==> src/rtl/zero_indices_collect.sv <==
// zero_indices_collect: gathers one job's zero-bit indices into a compacted buffer
// and presents a count/first/last/overflow summary on a valid/ready port.
module zero_indices_collect #(
   parameter int W     = 128,
   parameter int IDX_W = $clog2(W),
   parameter int DEPTH = W,
   parameter int CNT_W = $clog2(W + 1)
) (
   input  logic             clk,
   input  logic             rst_n,
   input  logic             job_start,
   input  logic             eng_busy_r,
   input  logic             eng_resp_valid,
   input  logic [IDX_W-1:0] eng_resp_index,
   output logic             collect_busy,
   output logic             out_valid,
   input  logic             out_ready,
   output logic [CNT_W-1:0] out_count,
   output logic [IDX_W-1:0] out_first,
   output logic [IDX_W-1:0] out_last,
   output logic             out_overflow,
   input  logic [IDX_W-1:0] rd_addr,
   output logic [IDX_W-1:0] rd_data,
   output logic             err_r
);
   localparam int AW = DEPTH > 1 ? $clog2(DEPTH) : 1;
   localparam logic [CNT_W-1:0] DEPTH_C = CNT_W'(DEPTH);
   localparam logic [CNT_W-1:0] W_C = CNT_W'(W);
   typedef enum logic [1:0] {IDLE, COLLECT, DRAIN, PRESENT} state_t;
   state_t state;
   logic seen_busy;
   logic [1:0] drain;
   logic [IDX_W-1:0] mem [DEPTH];
   logic collecting, accept, wr_en;
   assign collecting   = state == COLLECT || state == DRAIN;
   assign accept       = collecting && eng_resp_valid;
   assign wr_en        = accept && out_count < DEPTH_C;
   assign collect_busy = state != IDLE;
   assign out_valid    = state == PRESENT;
   always_ff @(posedge clk or negedge rst_n) begin
      if (!rst_n) begin
         state        <= IDLE;
         seen_busy    <= 1'b0;
         drain        <= '0;
         out_count    <= '0;
         out_first    <= '0;
         out_last     <= '0;
         out_overflow <= 1'b0;
         err_r        <= 1'b0;
      end else begin
         if ((job_start && state != IDLE) || (eng_resp_valid && !collecting))
            err_r <= 1'b1;
         if (accept) begin
            if (out_count >= DEPTH_C) out_overflow <= 1'b1;
            if (out_count == '0) out_first <= eng_resp_index;
            else if (eng_resp_index <= out_last) err_r <= 1'b1;
            out_last <= eng_resp_index;
            if (out_count != W_C) out_count <= out_count + 1'b1;
         end
         case (state)
            IDLE: if (job_start) begin
               state        <= COLLECT;
               seen_busy    <= 1'b0;
               out_count    <= '0;
               out_first    <= '0;
               out_last     <= '0;
               out_overflow <= 1'b0;
            end
            // eng_busy_r rises a cycle after job_start, so only a fall after a seen rise ends the job
            COLLECT: begin
               if (eng_busy_r) seen_busy <= 1'b1;
               if (seen_busy && !eng_busy_r) begin
                  state <= DRAIN;
                  drain <= 2'd2;
               end
            end
            DRAIN: begin
               drain <= drain - 1'b1;
               if (drain == 2'd1) state <= PRESENT;
            end
            PRESENT: if (out_ready) state <= IDLE;
         endcase
      end
   end
   always_ff @(posedge clk)
      if (wr_en) mem[out_count[AW-1:0]] <= eng_resp_index;
   always_ff @(posedge clk or negedge rst_n)
      if (!rst_n) rd_data <= '0;
      else rd_data <= CNT_W'(rd_addr) < DEPTH_C ? mem[rd_addr[AW-1:0]] : '0;
endmodule

==> config.mk <==
export PLATFORM = sky130hd
export DESIGN_NAME = zero_indices_collect
export DESIGN_NICKNAME = d
export VERILOG_FILES = /design/src/rtl/zero_indices_collect.sv
export SDC_FILE = /design/constraint.sdc
export NUM_CORES = 1
export LEC_CHECK = 0
export CAP_MARGIN = 20
export CORE_UTILIZATION = 58
export DETAILED_ROUTE_END_ITERATION = 10
export PLACE_DENSITY = 0.79
export SYNTH_ARGS = -nofsm -noshare
export SYNTH_HDL_FRONTEND = slang
export SYNTH_SLANG_ARGS = --single-unit
==> constraint.sdc <==
create_clock -name clk -period 4.4 [get_ports clk]
set_input_delay 1.32 -clock clk [delete_from_list [all_inputs] [get_ports clk]]
set_output_delay 1.32 -clock clk [all_outputs]
set_load 0.005 [all_outputs]
==> results of run 1 <==
[state kept, by name, summed over array words and instances, names as in the netlist]
signal	flops
mem	896
drain	2
out_first	7
state	2
rd_data	7
out_count	8
err_r	1
out_overflow	1
seen_busy	1
out_last	7
[cell usage in the layout, fill, tap and decap left out, drive strengths merged, types with 15 or more instances in the layout]
cell / netlist / layout
o21ai: 18 / 18
clkbuf: 26 / 111
buf: 86 / 64
mux2: 26 / 26
a21oi: 52 / 52
mux2i: 251 / 251
clkdlybuf4s50: 0 / 42
edfxtp: 896 / 896
dfrtp: 36 / 36
nor2b: 16 / 16
inv: 18 / 24
nand2: 67 / 67
nor2: 164 / 164
mux4: 86 / 86
a22oi: 96 / 96
o22ai: 27 / 27
clkinv: 0 / 37
o221ai: 20 / 20
nand3: 15 / 15
[final cells by class]
class	count	share of cell area [%]
sequential	932	67.7
multi-input combinational	957	20.1
clock buffer	111	5.80
timing repair buffer	106	2.73
tap	846	2.58
clock inverter	52	0.905
inverter	18	0.165
[kinds of logic (layout without fill, tap and decap cells)]
logic type	Yosys count	count (layout)	share of synthesized area, %
flip-flops	932	932	75.4
AND/OR/NAND/NOR	314	314	3.85
buffers and inverters	130	287	2.26
adder cells (fa/ha/maj)	14	14	0.475
AO/OA/AOI/OAI	261	261	4.98
XOR/XNOR	5	5	0.119
multiplexers	363	363	12.9
[power by group]
| part | total (W) | switching [W] | internal, W | leakage [nW] |
|---|---|---|---|---|
| Clock | 0.00728 | 0.00320 | 0.00408 | 1.35 |
| Sequential | 0.0100 | 0.000118 | 0.00988 | 8.51 |
| Combinational | 0.00162 | 0.00101 | 0.000611 | 3.71 |
[metal layers]
layer | share of wire [%] | vias up | wire length [um] | track usage (%)
met5 | 0 | - | 0 | 0
met4 | 3.4 | 0 | 2910 | 10.8
met3 | 9.4 | 178 | 8040 | 4.81
met2 | 49 | 1091 | 41500 | 43.2
met1 | 38 | 9914 | 32600 | 37.6
li1 | - | 8280 | - | -
[worst max path at each step]
stage,start,endpoint,depth (start not counted)
floorplan,eng_resp_valid,mem[95][0],5
global placement,rd_addr[4],rd_data[5],7
detailed placement,rd_addr[4],rd_data[5],7
CTS,rd_addr[4],rd_data[5],7
global route,rd_addr[4],rd_data[5],7
finish,rd_addr[4],rd_data[5],7
[stage by stage]
stage / instances / total power [W]
final: 3022 / 0.0189
after global routing: 3022 / 0.0194
after CTS: 3021 / 0.0189
after detailed placement: 2858 / 0.0118
after global placement: 2858 / 0.0117
after floorplan: 2019 / 0.0110
[worst max-delay path, stage by stage]
cell and delay, ns:
clkdlybuf4s50_1 0.73, nor2b_2 0.33, nand2_2 0.52, a211oi_1 0.12, a2111oi_0 0.80, a31oi_1 0.28, nand3_1 0.16
==> metrics.txt, run 1 <==
DIE AREA=64,600 sq um; gr ovfl total=0; Reg2Reg Depth=3; Final Cycle Share=83.8%; Net Count, Synth=roughly 2,100; Worst Skew=0.0268 ns; FP Rows=92; Yosys cell types=55; worst skew pair latency=0.65 ns; Hold Path End=drain[0]; input/output buffers=52; clock root buffer=clkbuf_16; Final WS setup=0.712 ns; Critical R2R Capture=mem[88][1]; fin util=65.2%; nets@finish=~2,100; min Tclk post-route=3.69 ns; Inserted Clock Buffers=89; crit path capture type=register; outcome=finished, final reports clean; # fillers=4,050; crit-path max FO=27; Synth area leader=edfxtp_1; vias in the first global route=19,200; pin count of the biggest net entering global routing=131; antenna cells=0; Die H=~250 um; actual slew at the worst max-slew pin=1.03 ns; top-area cell type share of the netlist area=73.0%; most frequent cells after synthesis=edfxtp_1, mux2i_1, nor2_1; initial antenna violation count=1; design area=about 40,000 sq um; Final GP Congestion=0.921; clk buf depth=3; Synth-to-Final Area Change=11.4%; pre-CTS setup slack=0.134 ns; Main synth FF type=edfxtp_1; critical path launch point type=primary input; synthesized cell area=between 30,000 and 40,000 sq um; vias=19,500; setup TNS=0 ns; #FFs+latches synth=932; Final setup viols=0; Final Max Tran Viols=0; Worst VDD drop=382 uV; largest cells by area after synthesis=edfxtp_1, mux2i_1, mux4_2; first-pass GRT wire length=126,000 um; Syn Inst Count=2,019; pwr dens=461 nW/um^2; Max-cap violations=0; Die X=254 um; HP Start=drain[0]; # IOs=between 50 and 60; Seq/Total Area, Yosys=75.4%; top-count cell post-synth=edfxtp_1; fmax=271 MHz; Initial Util=58.5%; Reg2Reg Launch Point=out_count[4]; CTS Sinks=932; share of layout cells above drive strength 1=14.5%; post-route ant nets=0; residual DRC count=0; DRT iter0 DRCs=2,242; Max transition margin=31.1%; register area=27,800 sq um; Req. time, crit path=4.98 ns; clk slew on worst S/H paths=~0.060 ns; core area=63,000 sq um; first-pass detailed-route iteration total=5; dpl hpwl=52,400 um; drt total wl=85,000 um; H-tree depth=3; CTS tree=done; final hold viol count=0; Area after DPL=38,300 sq um; Fin Hold WS=around 0.5 ns; Ys Warns=0; RSZ-0062 raised after global routing=false; Leak Pwr=13.6 nW; async set-reset flop share out of synthesis=3.86%; WS Path Type=primary input to register; Avg Inst Size Synth=18.3 sq um; Hold Crit Depth=1; Min-Delay Path Class=register to register; # Post-CTS Setup Buffers=0; multi-input logic area=around 8200 sq um; number of synthesized flops with an enable pin=896; via/cell ratio=6.44; flop2flop setup slack=1.51 ns; post-cts hold buffer count=0; GRT Util Overall=a little over a quarter; WL/cell=~28 um; CP arrival=roughly 4.3 ns; post_cts resized=0
Power figures use the tool's default switching activity.
==> run 2, diff against run 1 <==
==> constraint.sdc (replaced) <==
create_clock -name clk -period 3.4 [get_ports clk]
set_input_delay 1.02 -clock clk [delete_from_list [all_inputs] [get_ports clk]]
set_output_delay 1.02 -clock clk [all_outputs]
set_load 0.005 [all_outputs]
==> metrics.txt, run 2 (synthesized netlist as in run 1, its figures left out) <==
outcome=finished, final reports clean; clk buf depth=3; share of layout cells above drive strength 1=between 20% and 30%; max reg flops=896; Worst VDD drop=638 uV; GRT Util Overall=approximately 29%; actual slew at the worst max-slew pin=between 1 and 1.5 ns; Final setup viols=0; Leak Pwr=14.6 nW; # fillers=between 3,000 and 4,000; H-tree depth=3; fmax=333 MHz; CP arrival=1.99 ns; # IOs=53; DIE AREA=around 65,000 sq um; Max transition margin=around a third; WS Path Type=register to primary output; Final Max Tran Viols=0; critical path cell sequence=inv_1 > ha_1 > inv_1 > clkdlybuf4s50_1; DRT iter0 DRCs=2,638; Min-Delay Path Class=register to register; fin util=about two thirds; Req. time, crit path=2.38 ns; Inserted Clock Buffers=91; family with the most delay on the worst path=buffers and inverters; first-pass GRT wire length=~130,000 um; post-route ant nets=0; CTS tree=done; Final GP Congestion=between 0.9 and 1; Max-cap violations=0; commonest non-fill, non-tap cell in the layout=edfxtp_1; # Post-CTS Setup Buffers=0; Die X=between 200 and 300 um; clock root buffer=clkbuf_16; design area=42,700 sq um; Initial Util=between 50% and 60%; critical path launch point type=register; Critical-path top delay cell=clkdlybuf4s50_1; crit path capture type=primary output; WL/cell=27.9 um; worst skew pair latency=0.65 ns; via/cell ratio=6.37; RSZ-0062 raised after global routing=false; dpl hpwl=55,000 um; Die H=around 250 um; input/output buffers=52; vias in the first global route=approximately 20,000; Worst Path Buf+Inv=3; nets@finish=2,311; FP Rows=92; vias=roughly 20,000; pwr dens=584 nW/um^2; slowest stage delay, CP=0.51 ns; clk slew on worst S/H paths=roughly 0.050 ns; Final Cycle Share=88.4%; crit-path max FO=4; first-pass detailed-route iteration total=6; Synth-to-Final Area Change=15.8%; initial antenna violation count=1; register area=about 28,000 sq um; crit-path most repeated cell=inv_1; Area after DPL=39,800 sq um; antenna cells=0; drt total wl=89,100 um; CTS Sinks=approximately 930; final hold viol count=0; min Tclk post-route=around 3 ns; pin count of the biggest net entering global routing=131; core area=around 63,000 sq um; gr ovfl total=0; residual DRC count=0; post-cts hold buffer count=0; multi-input logic area=between 8000 and 9000 sq um; most frequent cells in the layout=edfxtp_1, mux2i_1, buf_4; Worst Skew=0.0189 ns; post_cts resized=0
run 2: worst register-to-register path, delay by kind of cell, from the launching register on:
kind / cells / cell delay (ns)
flip-flops: 1 / 0.39
buffers and inverters: 3 / 0.51
AND/OR/NAND/NOR: 3 / 0.94
adder cells (fa/ha/maj): 1 / 0.34
run 2: path summary, 6_finish.rpt:
check                          from           end  slack (ns)  depth (start not counted)
max in group asynchronous     rst_n      state[1]        2.22                          1
hold / removal             drain[0]      drain[0]        0.50                          1
min in group asynchronous     rst_n    rd_data[1]        0.55                          1
setup / recovery           state[0]  collect_busy        0.39                          4
hold reg to reg            drain[0]      drain[0]        0.50                          1
setup reg to reg           state[0]   mem[118][1]        0.84                          7
run 2: final cells by class:
cell class / instances / share of cell area, %
clock inverters: 55 / 0.982
multi-input cells: 957 / 19.3
well taps: 846 / 2.48
inverters: 18 / 0.158
repair buffers: 277 / 6.17
flip-flops and latches: 932 / 65.2
clock buffers: 114 / 5.76
run 2: power by group:
group	internal (W)	switching (W)	leakage, nW
Sequential	0.0128	0.000167	8.51
Clock	0.00551	0.00420	1.40
Combinational	0.000892	0.00135	4.70
Total	0.0192	0.00572	14.6
run 2: per-stage QoR:
stage	TNS, ns	setup slack (ns)	std cells	hold slack (ns)	power (W)
after global routing	0	0.314	3199	0.543	0.0255
after global placement	0	0.0459	3030	0.480	0.0153
after floorplan	0	0.704	2019	0.463	0.0143
after detailed placement	-0.130	-0.0689	3030	0.489	0.0154
after CTS	0	0.365	3199	0.508	0.0249
final	0	0.394	3199	0.504	0.0249
run 2: routing by layer:
layer / up-vias / GRT usage (%) / wire length, um
met5: - / 0 / 8
met4: 2 / 11.5 / 3660
met3: 217 / 4.62 / 8960
met2: 1255 / 45.9 / 43200
met1: 10300 / 39.4 / 33400
li1: 8620 / - / -
==> run 3, diff against run 2 <==
--- a/config.mk
+++ b/config.mk
@@ -6,6 +6,7 @@
 export NUM_CORES = 1
 export LEC_CHECK = 0
 export CAP_MARGIN = 20
+export CORE_ASPECT_RATIO = 2
 export CORE_UTILIZATION = 58
 export DETAILED_ROUTE_END_ITERATION = 10
 export PLACE_DENSITY = 0.79
==> metrics.txt, run 3 (synthesized netlist as in run 1, its figures left out) <==
Pwr Total=0.0241 W; crit-path most repeated cell=inv_1; Final Max Tran Viols=0; WS Path Type=register to primary output; GRT Util Overall=about 30%; outcome=finished, final reports clean; Max-cap violations=0; first-pass detailed-route iteration total=6; # IOs=between 50 and 60; share of layout cells above drive strength 1=21.0%; initial antenna violation count=3; Leak Pwr=14.6 nW; WL/cell=30.4 um; critical path launch point type=register; post-route ant nets=0; drt total wl=roughly 95,000 um; max reg flops=896; Synth-to-Final Area Change=15.2%; nets@finish=2,322; Initial Util=58.7%; Final GP Congestion=0.968; flop2flop setup slack=around 0.85 ns; combinational power share=9.7%; input/output buffers=52; DRT iter0 DRCs=2,318; Die X=180 um; post-cts hold buffer count=0; Inserted Clock Buffers=74; vias=20,100; clock root buffer=clkbuf_16; Worst VDD drop=around 640 uV; pwr dens=568 nW/um^2; Net Sw Power=0.00545 W; Die H=358 um; residual DRC count=0; pin count of the biggest net entering global routing=~130; crit-path max FO=4; worst skew pair latency=approximately 0.65 ns; slowest stage delay, CP=0.52 ns; Reg2Reg Launch Point=out_count[4]; CTS Sinks=932; RSZ-0062 raised after global routing=false; sequential power share=a little over half; dpl hpwl=62,900 um; fmax=between 300 and 400 MHz; # fillers=3,915; actual slew at the worst max-slew pin=0.962 ns; first-pass GRT wire length=137,000 um; Fin Hold WS=approximately 0.52 ns; FP Rows=130; Sw Share=22.6%; clk buf depth=3; post_cts resized=0; critical path cell sequence=inv_1 > ha_1 > inv_1 > clkdlybuf4s50_1; min Tclk post-route=3.02 ns; CTS tree=done; Max transition margin=35.9%; via/cell ratio=6.40; Reg2Reg Depth=4; gr ovfl total=0; DIE AREA=64,600 sq um; CP arrival=2.00 ns; antenna cells=0; core area=62,800 sq um; clk slew on worst S/H paths=0.08 ns; crit path capture type=primary output; Int Pwr=0.0186 W; final hold viol count=0; Worst Skew=0.0267 ns; Final setup viols=0; Clk network pwr share=36.6%; most frequent cells in the layout=edfxtp_1, mux2i_1, buf_4; vias in the first global route=20,600; Req. time, crit path=about 2.4 ns; H-tree depth=3; Critical-path top delay cell=clkdlybuf4s50_1; Critical R2R Capture=mem[95][5]; commonest non-fill, non-tap cell in the layout=edfxtp_1; Final Cycle Share=between 80 and 90%; Min-Delay Path Class=primary input to async pin; # Post-CTS Setup Buffers=0; Placed Instances=3,004; Non-Filler Instances=3,137
run 3: changes by cell type in the layout (fill, tap and decap cells not counted), sizes merged:
cell,before,now
buf,235,263
clkinv,41,22
clkbuf,114,98
bufinv,5,8
inv,23,20
clkinvlp,4,3
run 3: final cells by class:
cell class                 instances  area, sq um  area share [%]
sequential                       932        27800            65.5
multi-input combinational        957         8240            19.4
timing repair buffer             305         2880            6.78
clock buffer                      98         2080            4.90
tap                              792          991            2.33
clock inverter                    35          383           0.902
inverter                          18         67.6           0.159
run 3: layer usage:
metal  global-route usage, %  share of wire, %  vias to the layer above
met1                    31.7                32                    10100
met5                       0             0.015                        -
met2                    54.6                53                     1078
met3                    4.45               6.8                      301
li1                        -                 -                     8619
met4                    22.4               8.2                        2
run 3: how the worst max path moves through the flow:
stage | startpoint | end | slack (ns)
6_report | state[0] | collect_busy | 0.38
3_5_place_dp | rd_addr[4] | rd_data[4] | -0.01
3_3_place_gp | rd_addr[4] | rd_data[4] | -0.04
5_1_grt | state[0] | collect_busy | 0.29
2_1_floorplan | eng_resp_valid | mem[95][0] | 0.70
4_1_cts | state[0] | collect_busy | 0.34
run 3: power by group through the flow:
stage | sequential, W | combinational, W | clock [W]
6_report | 0.0129 | 0.00234 | 0.00881
3_5_place_dp | 0.0132 | 0.00231 | 0
3_3_place_gp | 0.0132 | 0.00224 | 0
2_1_floorplan | 0.0131 | 0.00114 | 0
5_1_grt | 0.0130 | 0.00247 | 0.00926
4_1_cts | 0.0129 | 0.00233 | 0.00887
run 3: critical path: cells and delay by family, from the launching register on:
kind	cells	cell delay (ns)
flops	1	0.40
buf+inv	3	0.72
fa+ha+maj	1	0.25
run 3: through the flow:
stage	setup WS [ns]	utilization, %	setup TNS [ns]	cell area, sq um
global placement	-0.0441	63.7	-0.0441	40000
floorplan	0.704	-	0	36900
global route	0.286	67.6	0	42400
detailed placement	-0.0129	63.7	-0.0228	40000
CTS	0.339	67.6	0	42400
finish	0.379	67.6	0	42400
